--- config.mk ---
export PLATFORM = sky130hd
export DESIGN_NAME = instruction_fetch_stage
export DESIGN_NICKNAME = d
export VERILOG_FILES = /design/src/rtl/instruction_fetch_stage.sv
export SDC_FILE = /design/constraint.sdc
export NUM_CORES = 1
export LEC_CHECK = 0
export BUFFER_PORTS_ARGS = -buffer_cell sky130_fd_sc_hd__buf_2
export CAP_MARGIN = 15
export CORE_AREA = 2 2 78 80
export DETAILED_ROUTE_END_ITERATION = 8
export DIE_AREA = 0 0 80 82
export GPL_TIMING_DRIVEN = 0
export PLACE_DENSITY = 0.83
export SLEW_MARGIN = 20
export SYNTH_ARGS = -nofsm -noshare
export SYNTH_HDL_FRONTEND = slang
export SYNTH_SLANG_ARGS = --single-unit
--- constraint.sdc ---
create_clock -name clk -period 3.16 [get_ports clk]
set_clock_uncertainty 0.15 [all_clocks]
set_input_delay 0 -clock clk [delete_from_list [all_inputs] [get_ports clk]]
set_output_delay 0 -clock clk [all_outputs]
set_load 0.01 [all_outputs]
--- src/rtl/instruction_fetch_stage.sv ---
// instruction_fetch_stage: MIPS IF stage owning the PC, the fetch address and the IF/ID register.
// Define FETCH_PERF_CNT_EN to add the fetched/stall/flush performance counter outputs.
module instruction_fetch_stage #(
    parameter logic [31:0] RESET_PC   = 32'h0,
    parameter int          IMEM_BYTES = 128
) (
    input  logic        clk,
    input  logic        rst,
    input  logic        stall,
    input  logic        flush,
    input  logic        branch_taken,
    input  logic [31:0] branch_target,
    input  logic        jump,
    input  logic [31:0] jump_target,
    output logic [31:0] imem_pc,
    input  logic [31:0] imem_inst,
    output logic [31:0] if_id_inst,
    output logic [31:0] if_id_pc4,
    output logic        if_id_valid
`ifdef FETCH_PERF_CNT_EN
    ,
    output logic [31:0] perf_fetched,
    output logic [31:0] perf_stalls,
    output logic [31:0] perf_flushes
`endif
);

    // Wraps addresses modulo the memory size and forces word alignment in one mask.
    localparam logic [31:0] ADDR_MASK = (32'(IMEM_BYTES) - 32'd1) & ~32'd3;

    logic [31:0] pc;
    logic [31:0] pc_seq;
    logic [31:0] next_pc;
    logic        redirect;
    logic        bubble;

    assign pc_seq   = (pc + 32'd4) & ADDR_MASK;
    assign redirect = branch_taken | jump;
    assign bubble   = redirect | flush;
    assign imem_pc  = pc;

    always_comb begin
        next_pc = pc_seq;
        if (branch_taken) begin
            next_pc = branch_target & ADDR_MASK;
        end else if (jump) begin
            next_pc = jump_target & ADDR_MASK;
        end else if (stall) begin
            next_pc = pc;
        end
    end

    // A redirect or flush bubbles IF/ID even under stall: the held ID instruction is on the wrong path.
    always_ff @(posedge clk) begin
        if (rst) begin
            pc          <= RESET_PC;
            if_id_inst  <= 32'h0;
            if_id_pc4   <= 32'h0;
            if_id_valid <= 1'b0;
        end else begin
            pc <= next_pc;
            if (bubble) begin
                if_id_inst  <= 32'h0;
                if_id_pc4   <= 32'h0;
                if_id_valid <= 1'b0;
            end else if (!stall) begin
                if_id_inst  <= imem_inst;
                if_id_pc4   <= pc_seq;
                if_id_valid <= 1'b1;
            end
        end
    end

`ifdef FETCH_PERF_CNT_EN
    always_ff @(posedge clk) begin
        if (rst) begin
            perf_fetched <= 32'h0;
            perf_stalls  <= 32'h0;
            perf_flushes <= 32'h0;
        end else begin
            if (!bubble && !stall) begin
                perf_fetched <= perf_fetched + 32'd1;
            end
            if (stall && !redirect) begin
                perf_stalls <= perf_stalls + 32'd1;
            end
            if (bubble) begin
                perf_flushes <= perf_flushes + 32'd1;
            end
        end
    end
`endif

endmodule

=== After elaboration in Yosys (flattened, before gate mapping) ===
Index checks and enable logic that the tools add are counted.

* Output and inout port bits: 97
* Input port bits: 102
* Register bits after elaboration: 43
* Logic and storage cells: 12

* Reduce and logical (&&, ||, !) cells: 1
* Multiplexer cells: 3
* Bitwise logic cells: 2
* Add/sub/neg operators: 1
* Equal/unequal tests: 1

{| class="wikitable"
|+ Operator list
! kind !! number
|-
| 7-bit two-way mux || 3
|-
| 7-bit by 3-bit adder with 7-bit output (second input constant) || 1
|-
| 3-bit by 1-bit inequality test with 1-bit output (second input constant) || 1
|-
| 1-bit bitwise OR || 2
|-
| 2-bit OR reduction || 1
|}

=== Longest topological paths before layout ===
Gate-level depths: netlist of run 1.

* Word-level depth: 4
* Mapped depth: 6
* Depth with buffers taken out: 5

=== Least setup slack after synthesis of run 1 ===
OpenSTA, ideal clock, no wires.

* Kind: flip-flop to flip-flop
* From: register pc[2], in the netlist imem_pc[2]
* To: register pc[6], in the netlist imem_pc[6]
* Path buffers: 0
* Period minus slack after synthesis: 1383 ps
* Path slack: 1777 ps
* Data arrival time: 1114 ps
* Stages on the path, launching flop included: 6
* Required time: 2891 ps
* Path through: dfxtp_1 -> ha_1 -> and3_4 -> nand3b_1 -> a21oi_1 -> nor4_1

* Longest elaborated chain between the ends: 4

{| class="wikitable"
|+ Ends and longest elaborated chain
! what !! line !! RTL
|-
| start, declared || 31 || <nowiki>logic [31:0] pc;</nowiki>
|-
| start signal, assigned || 61 || <nowiki>pc <= next_pc;</nowiki>
|-
| 7-bit by 3-bit adder with 7-bit output || 37 || <nowiki>assign pc_seq = (pc + 32'd4) & ADDR_MASK;</nowiki>
|-
| 7-bit two-way mux || 48 || <nowiki>end else if (stall) begin</nowiki>
|-
| 7-bit two-way mux || 46 || <nowiki>end else if (jump) begin</nowiki>
|-
| 7-bit two-way mux || 44 || <nowiki>if (branch_taken) begin</nowiki>
|}

No other way between the ends. The select of a mux whose other input is x is not followed.
A chain may end at the register's enable or synchronous reset.

=== Worst setup path in the final report of run 1 ===
* From: input jump
* To: register pc[6], in the netlist imem_pc[6]

* Longest elaborated chain between the ends: 2
* Elaborated cells on any way between the ends: 3

{| class="wikitable"
|+ Ends and longest elaborated chain
! what !! line !! RTL
|-
| start, declared || 13 || <nowiki>input logic jump,</nowiki>
|-
| 7-bit two-way mux || 46 ||
|-
| 7-bit two-way mux || 44 ||
|}

Parallel ways exist; a longest one is shown, timed or not.

==> flow_summary.ini, run 1 <==
[sta]
timing.setup.tns_ps = 0
setup_viol = 0
final_hold_viol_count = 0
final.period_utilization = 0.897
drv_slew = 0
max_clock_freq_mhz = 353
timing.hold.ws_ps = 70.4
finalWorstPathRequiredPeriod_ps = 2840
unrepaired_setup_endpoints_after_global_routing = no

[clock_network]
postCtsHoldBufs = 51
clk_root_buffer_cell = clkbuf_8
cts_post_setup_buffers_inserted = 0
cts.sinks = 43
htreeDepth = 2
cts_tree = yes
cts.repair.resized = 0
clockBufferDepth = 2
clk_pin_slew_ps = 90
insertion_delay_ps = 300
cts_made_buffers = 5

[grt]
wire_length_of_the_first_global_routing_pass_um = 8730
use_met1 = 0.162
largest_net_degree_at_the_start_of_global_routing = 14
met3_usage = 0.0527
vias_in_the_first_global_route = 1945
globalRoute.busiestLayer = met2
grt_antenna_before_repair = 0
track_usage = 0.174
global_route.usage.met2 = 0.358
globalRoute.totalOverflow = 0

[synthesis]
yosys-top-cells-area = dfxtp_1 (39%), buf_4 (20%), mux2i_1 (17%), nor2_2 (5.7%), nor2_1 (4.1%)
yosysUniqueCellTypes = 25
synth_edf_count = 0
syn_avg_cell_area_um2 = 9.61
synthTopCellsByCount = buf_4 (58), dfxtp_1 (43), mux2i_1 (37)
share_of_flip_flops_with_an_asynchronous_set_or_reset_after_synthesis = 0
yosysTopAreaCellShare = 0.389
ys.warnings.count = 0
synth_top_area_cell = dfxtp_1
ys.flop_type = dfxtp_1
synthesis.instances = 230
synth_seq_cells = 43
synth_sequential_area_ratio = 0.389
yosys.cell_count.top_type = buf_4
netlist_area_um2 = 2210

[worst_hold_path]
holdPathStages = 5
hp-start = branch_taken
worstHoldEndpoint = if_id_pc4[6]$_SDFFE_PP0N_
worst_hold_path_type = in2reg

[critical_path]
critical_path.reg2reg.endpoint = imem_pc[6]$_SDFFE_PP0P_
cp-start-kind = primary input
reg2reg_from = imem_pc[2]$_SDFFE_PP0P_
arrival_ps = 2930
path_depth_of_the_worst_reg2reg_path = 7
rrSetupSlack_ps = 510
critical_path_peak_fanout = 8
path_class = in2reg
worst-endpoint-required_ps = 3260
worst_path_largest_cell_delay_ps = 600
critical_path.most_common_cell = dlygate4sd3_1
critical-path-slowest-cell = dlygate4sd3_1
critPathCaptureType = flop
critical_path.cell_chain = dlygate4sd3_1 -> buf_6 -> nor2_8 -> dlygate4sd3_1 -> a21oi_1 -> dlygate4sd3_1 -> nor4_1 -> dlygate4sd3_1

[pwr]
pwr-share-comb = 0.200
p_sw_frac = 0.233
worst_ir_drop_vdd_mv = 0.207
power_switching_w = 0.000309
power.share.sequential = 0.422
cellPowerDensity_nw_per_um2 = 370
power.share.clock = 0.378
p_int_w = 0.00102
power.static_leakage_nw = 1.95

[floorplanning]
die_area_um2 = 6560
die-height_um = 82
die_x_um = 80
design.portCount = 199
fp.coreArea_um2 = 5750
initial_core_util = 0.385
placement_rows = 28

[finish]
fillerInstances = 491
nNetsFinal = 531
layout-drive-gt1-share = 0.431
antennaDiodeCount = 0
area_delta_synth_final_pct = 62.0

[place]
gp_congestion = 0.800
half_perimeter_wire_length_of_the_detailed_placement_result_um = 3620
buffer_ports.inserted = 87

[drt]
via_per_inst = 4.01
antenna_left = 0
drt_drc_violations_left = 0
drt_pre_antenna_iters = 4
drt-initial-drc-count = 59
detail_route.wirelength_um = 5830
wire_per_inst_um = 11.6
vias = 2023

[job]
cap_viol_max_count = 0

[outcome]
status = complete, no violations
sequential cells by signal, summed over array words and instances, names as in the netlist:
signal and flops:
if_id_inst 32, if_id_pc4 5, if_id_valid 1, imem_pc 5
power groups by stage:
| stage | sequential (W) | combinational, W | clock, W |
|---|---|---|---|
| after floorplan | 0.000576 | 0.000155 | 0 |
| after CTS | 0.000559 | 0.000257 | 0.000518 |
| after global placement | 0.000572 | 0.000207 | 0 |
| after global routing | 0.000561 | 0.000288 | 0.000541 |
| final | 0.000560 | 0.000265 | 0.000501 |
| after detailed placement | 0.000572 | 0.000209 | 0 |
cells in the final DEF, fill, tap and decap left out, types with 3 or more instances in the layout:
cell           netlist  routed
buf_2                3      90
buf_4               58      58
conb_1               1      54
dlygate4sd3_1        0      51
dfxtp_1             43      43
mux2i_1             37      37
nor2_1              24      24
nor2_2              20      20
nand2_1              7       7
a21oi_1              7       7
clkbuf_8             0       5
buf_6                4       4
o21ai_0              3       3
xor2_1               3       3
area by class of cell:
cell class	instances	area (um^2)	share of cell area
multi-input cells	173	1050	0.292
flip-flops and latches	43	861	0.240
clock buffers	6	72.6	0.0203
clock inverters	2	60.1	0.0168
repair buffers	138	946	0.264
well taps	75	93.8	0.0262
plain buffers	65	495	0.138
inverters	2	7.51	0.00210
worst max-delay path: cells and delay by family:
| family | cells | cell delay (ps) |
|---|---|---|
| AND/OR/NAND/NOR | 2 | 400 |
| AO/OA/AOI/OAI | 1 | 80 |
| buffers and inverters | 5 | 2440 |
kinds of logic (layout without fill, tap and decap cells):
family                   count (synthesis)  after routing  synth area share
AND/OR/NAND/NOR                         63             63             0.155
XOR/XNOR                                 5              5            0.0198
adder cells (fa/ha/maj)                  1              1           0.00566
multiplexers                            37             37             0.168
buffers and inverters                   67            213             0.228
flip-flops                              43             43             0.389
other                                    1             54           0.00170
AO/OA/AOI/OAI                           13             13            0.0340
stage by stage:
| stage | std cells | util | cell area (um^2) | power [W] | worst slack (ps) |
|---|---|---|---|---|---|
| floorplan | 283 | - | 2410 | 0.000731 | 1780 |
| global placement | 445 | 0.512 | 2940 | 0.000779 | 1750 |
| detailed placement | 445 | 0.512 | 2940 | 0.000782 | 1740 |
| CTS | 504 | 0.623 | 3580 | 0.00133 | 458 |
| global route | 504 | 0.623 | 3580 | 0.00139 | 325 |
| finish | 504 | 0.623 | 3580 | 0.00133 | 325 |
metal layers:
metal  vias up  share of wire
li1       1033              -
met1       898           0.36
met2        85           0.55
met3         7          0.077
met4         0          0.011
met5         -              0
how the worst max path moves through the flow:
stage               slack (ps)                      end                    start
global route               320  imem_pc[6]$_SDFFE_PP0P_                     jump
finish                     320  imem_pc[6]$_SDFFE_PP0P_                     jump
floorplan                 1780  imem_pc[6]$_SDFFE_PP0P_  imem_pc[2]$_SDFFE_PP0P_
CTS                        460  imem_pc[6]$_SDFFE_PP0P_                     jump
global placement          1750  imem_pc[6]$_SDFFE_PP0P_  imem_pc[2]$_SDFFE_PP0P_
detailed placement        1740  imem_pc[6]$_SDFFE_PP0P_  imem_pc[2]$_SDFFE_PP0P_
No activity file was read; power rests on OpenSTA's default activity.
==> inputs of run 2 (changes only) <==
--- a/config.mk
+++ b/config.mk
@@ -6,11 +6,10 @@
 export NUM_CORES = 1
 export LEC_CHECK = 0
 export BUFFER_PORTS_ARGS = -buffer_cell sky130_fd_sc_hd__buf_2
-export CAP_MARGIN = 15
+export CAP_MARGIN = 5
 export CORE_AREA = 2 2 78 80
 export DETAILED_ROUTE_END_ITERATION = 8
 export DIE_AREA = 0 0 80 82
-export GPL_TIMING_DRIVEN = 0
 export PLACE_DENSITY = 0.83
 export SLEW_MARGIN = 20
 export SYNTH_ARGS = -nofsm -noshare
==> run 2 against run 1 <==
  * Final area is 16% lower
  * Cell count is 14% lower
  * Combinational power down 25%
  * Hold slack got worse by 53 ps
  * Global-route usage is 3.0 points lower
  * Non-clock buffer count shrank 69
  * Register-to-register slack improved by 650 ps
  * Core utilization decreased by 10 points
  * Critical path type is now reg2reg
  * Largest power group unchanged
==> flow_summary.ini, run 2 (same netlist as run 1, synthesis figures left out) <==
[finish]
fillerInstances = 505
antennaDiodeCount = 0
layout-drive-gt1-share = 0.350
nNetsFinal = 462
area_delta_synth_final_pct = 36.0
mostFrequentLayoutCell = buf_2
multi_input_area_um2 = 1050
final_cell_mix = buf_2 (90), conb_1 (54), dfxtp_1 (43)
top_register = if_id_inst
final_core_util = 0.523
largest_reg_flops = 32
area.sequential_um2 = 861

[sta]
unrepaired_setup_endpoints_after_global_routing = no
relSlewSlack = 0.394
timing.setup.tns_ps = 0
finalWorstSetupSlack_ps = 1160
drv_slew = 0
setup_viol = 0
worst_pin_slew_ps = 906
finalWorstPathRequiredPeriod_ps = 2000
timing.hold.ws_ps = 17.8
final.period_utilization = 0.632
final_hold_viol_count = 0
max_clock_freq_mhz = 501

[critical_path]
setup.worst_path.start = imem_pc[2]$_SDFFE_PP0P_
reg2reg_from = imem_pc[2]$_SDFFE_PP0P_
worst_path_largest_cell_delay_ps = 570
critical-path-slowest-cell = dlygate4sd3_1
critical_path_peak_fanout = 5
arrival_ps = 2030
critPathCaptureType = flop
cp-start-kind = flop
critical_path.cell_chain = ha_1 -> nand2b_1 -> xnor2_1 -> o211ai_1 -> a21oi_1 -> dlygate4sd3_1
timing.critical_path.max_delay_family = buffers and inverters
path_class = reg2reg
worst-path-buf-inv = 1
worst-endpoint-required_ps = 3190

[place]
half_perimeter_wire_length_of_the_detailed_placement_result_um = 3120
pre_cts_slack_ps = 1540
buffer_ports.inserted = 90
gp_congestion = 0.823

[drt]
drt-initial-drc-count = 31
antenna_left = 0
drt_pre_antenna_iters = 4
vias = 1832
wire_per_inst_um = 11.4
drt_drc_violations_left = 0
detail_route.wirelength_um = 4970
via_per_inst = 4.21

[grt]
vias_in_the_first_global_route = 1716
track_usage = 0.143
globalRoute.totalOverflow = 0
largest_net_degree_at_the_start_of_global_routing = 39
wire_length_of_the_first_global_routing_pass_um = 7260
grt_antenna_before_repair = 0

[pwr]
worst_ir_drop_vdd_mv = 0.249
cellPowerDensity_nw_per_um2 = 395
power.static_leakage_nw = 1.56

[clock_network]
cts_tree = yes
clockBufferDepth = 2
cts.sinks = 43
clk_root_buffer_cell = clkbuf_8
cts.repair.resized = 0
insertion_delay_ps = 290
htreeDepth = 2
cts_made_buffers = 5
cts_post_setup_buffers_inserted = 0
postCtsHoldBufs = 42
clk_pin_slew_ps = 90

[floorplanning]
initial_core_util = 0.385
design.portCount = 199
placement_rows = 28
die_area_um2 = 6560
die_x_um = 80
die-height_um = 82
fp.coreArea_um2 = 5750

[worst_hold_path]
hp-start = jump_target[3]
worst_hold_path_type = in2reg

[outcome]
status = complete, no violations

[job]
cap_viol_max_count = 0
-- run 2: stage by stage --
stage / total power, W / area, um^2 / instances
6_report: 0.00119 / 3010 / 435
5_1_grt: 0.00125 / 3010 / 435
4_1_cts: 0.00120 / 3010 / 435
3_5_place_dp: 0.000726 / 2470 / 385
3_3_place_gp: 0.000723 / 2470 / 385
2_1_floorplan: 0.000731 / 2410 / 283
-- run 2: report_power, final --
part           switching (W)  internal (W)
Combinational       0.000103     0.0000977
Clock               0.000193      0.000235
Sequential        0.00000880      0.000551
Total               0.000305      0.000884
-- run 2: tightest hold or removal path, cell delays in order --
cell	delay [ps]
buf_2	80
mux2i_1	50
o21ai_0	150
mux2i_1	70
nor2_1	70
-- run 2: layout make-up --
cell class,count,area share
Inverter,2,0.00250
Sequential cell,43,0.286
Clock inverter,3,0.0146
Clock buffer,5,0.0229
Multi-Input combinational cell,173,0.348
Timing Repair Buffer,134,0.295
Tap cell,75,0.0312
-- run 2: worst paths after layout --
check / cells after the start / slack [ps] / to
setup / recovery: 6 / 1160 / imem_pc[4]$_SDFFE_PP0P_
hold / removal: 5 / 20 / imem_pc[3]$_SDFFE_PP0P_
setup reg to reg: 6 / 1160 / imem_pc[4]$_SDFFE_PP0P_
hold reg to reg: 2 / 300 / if_id_valid$_SDFFE_PP0N_
-- run 2: per-layer routing --
layer  part of all wire  vias to the layer above  track usage  wire length (um)
li1                   -                      895            -                 -
met1               0.37                      833        0.139              1840
met2               0.54                       94        0.283              2660
met3              0.073                       10       0.0341               364
met4              0.020                        0       0.0695                98
met5                  0                        -            0                 0
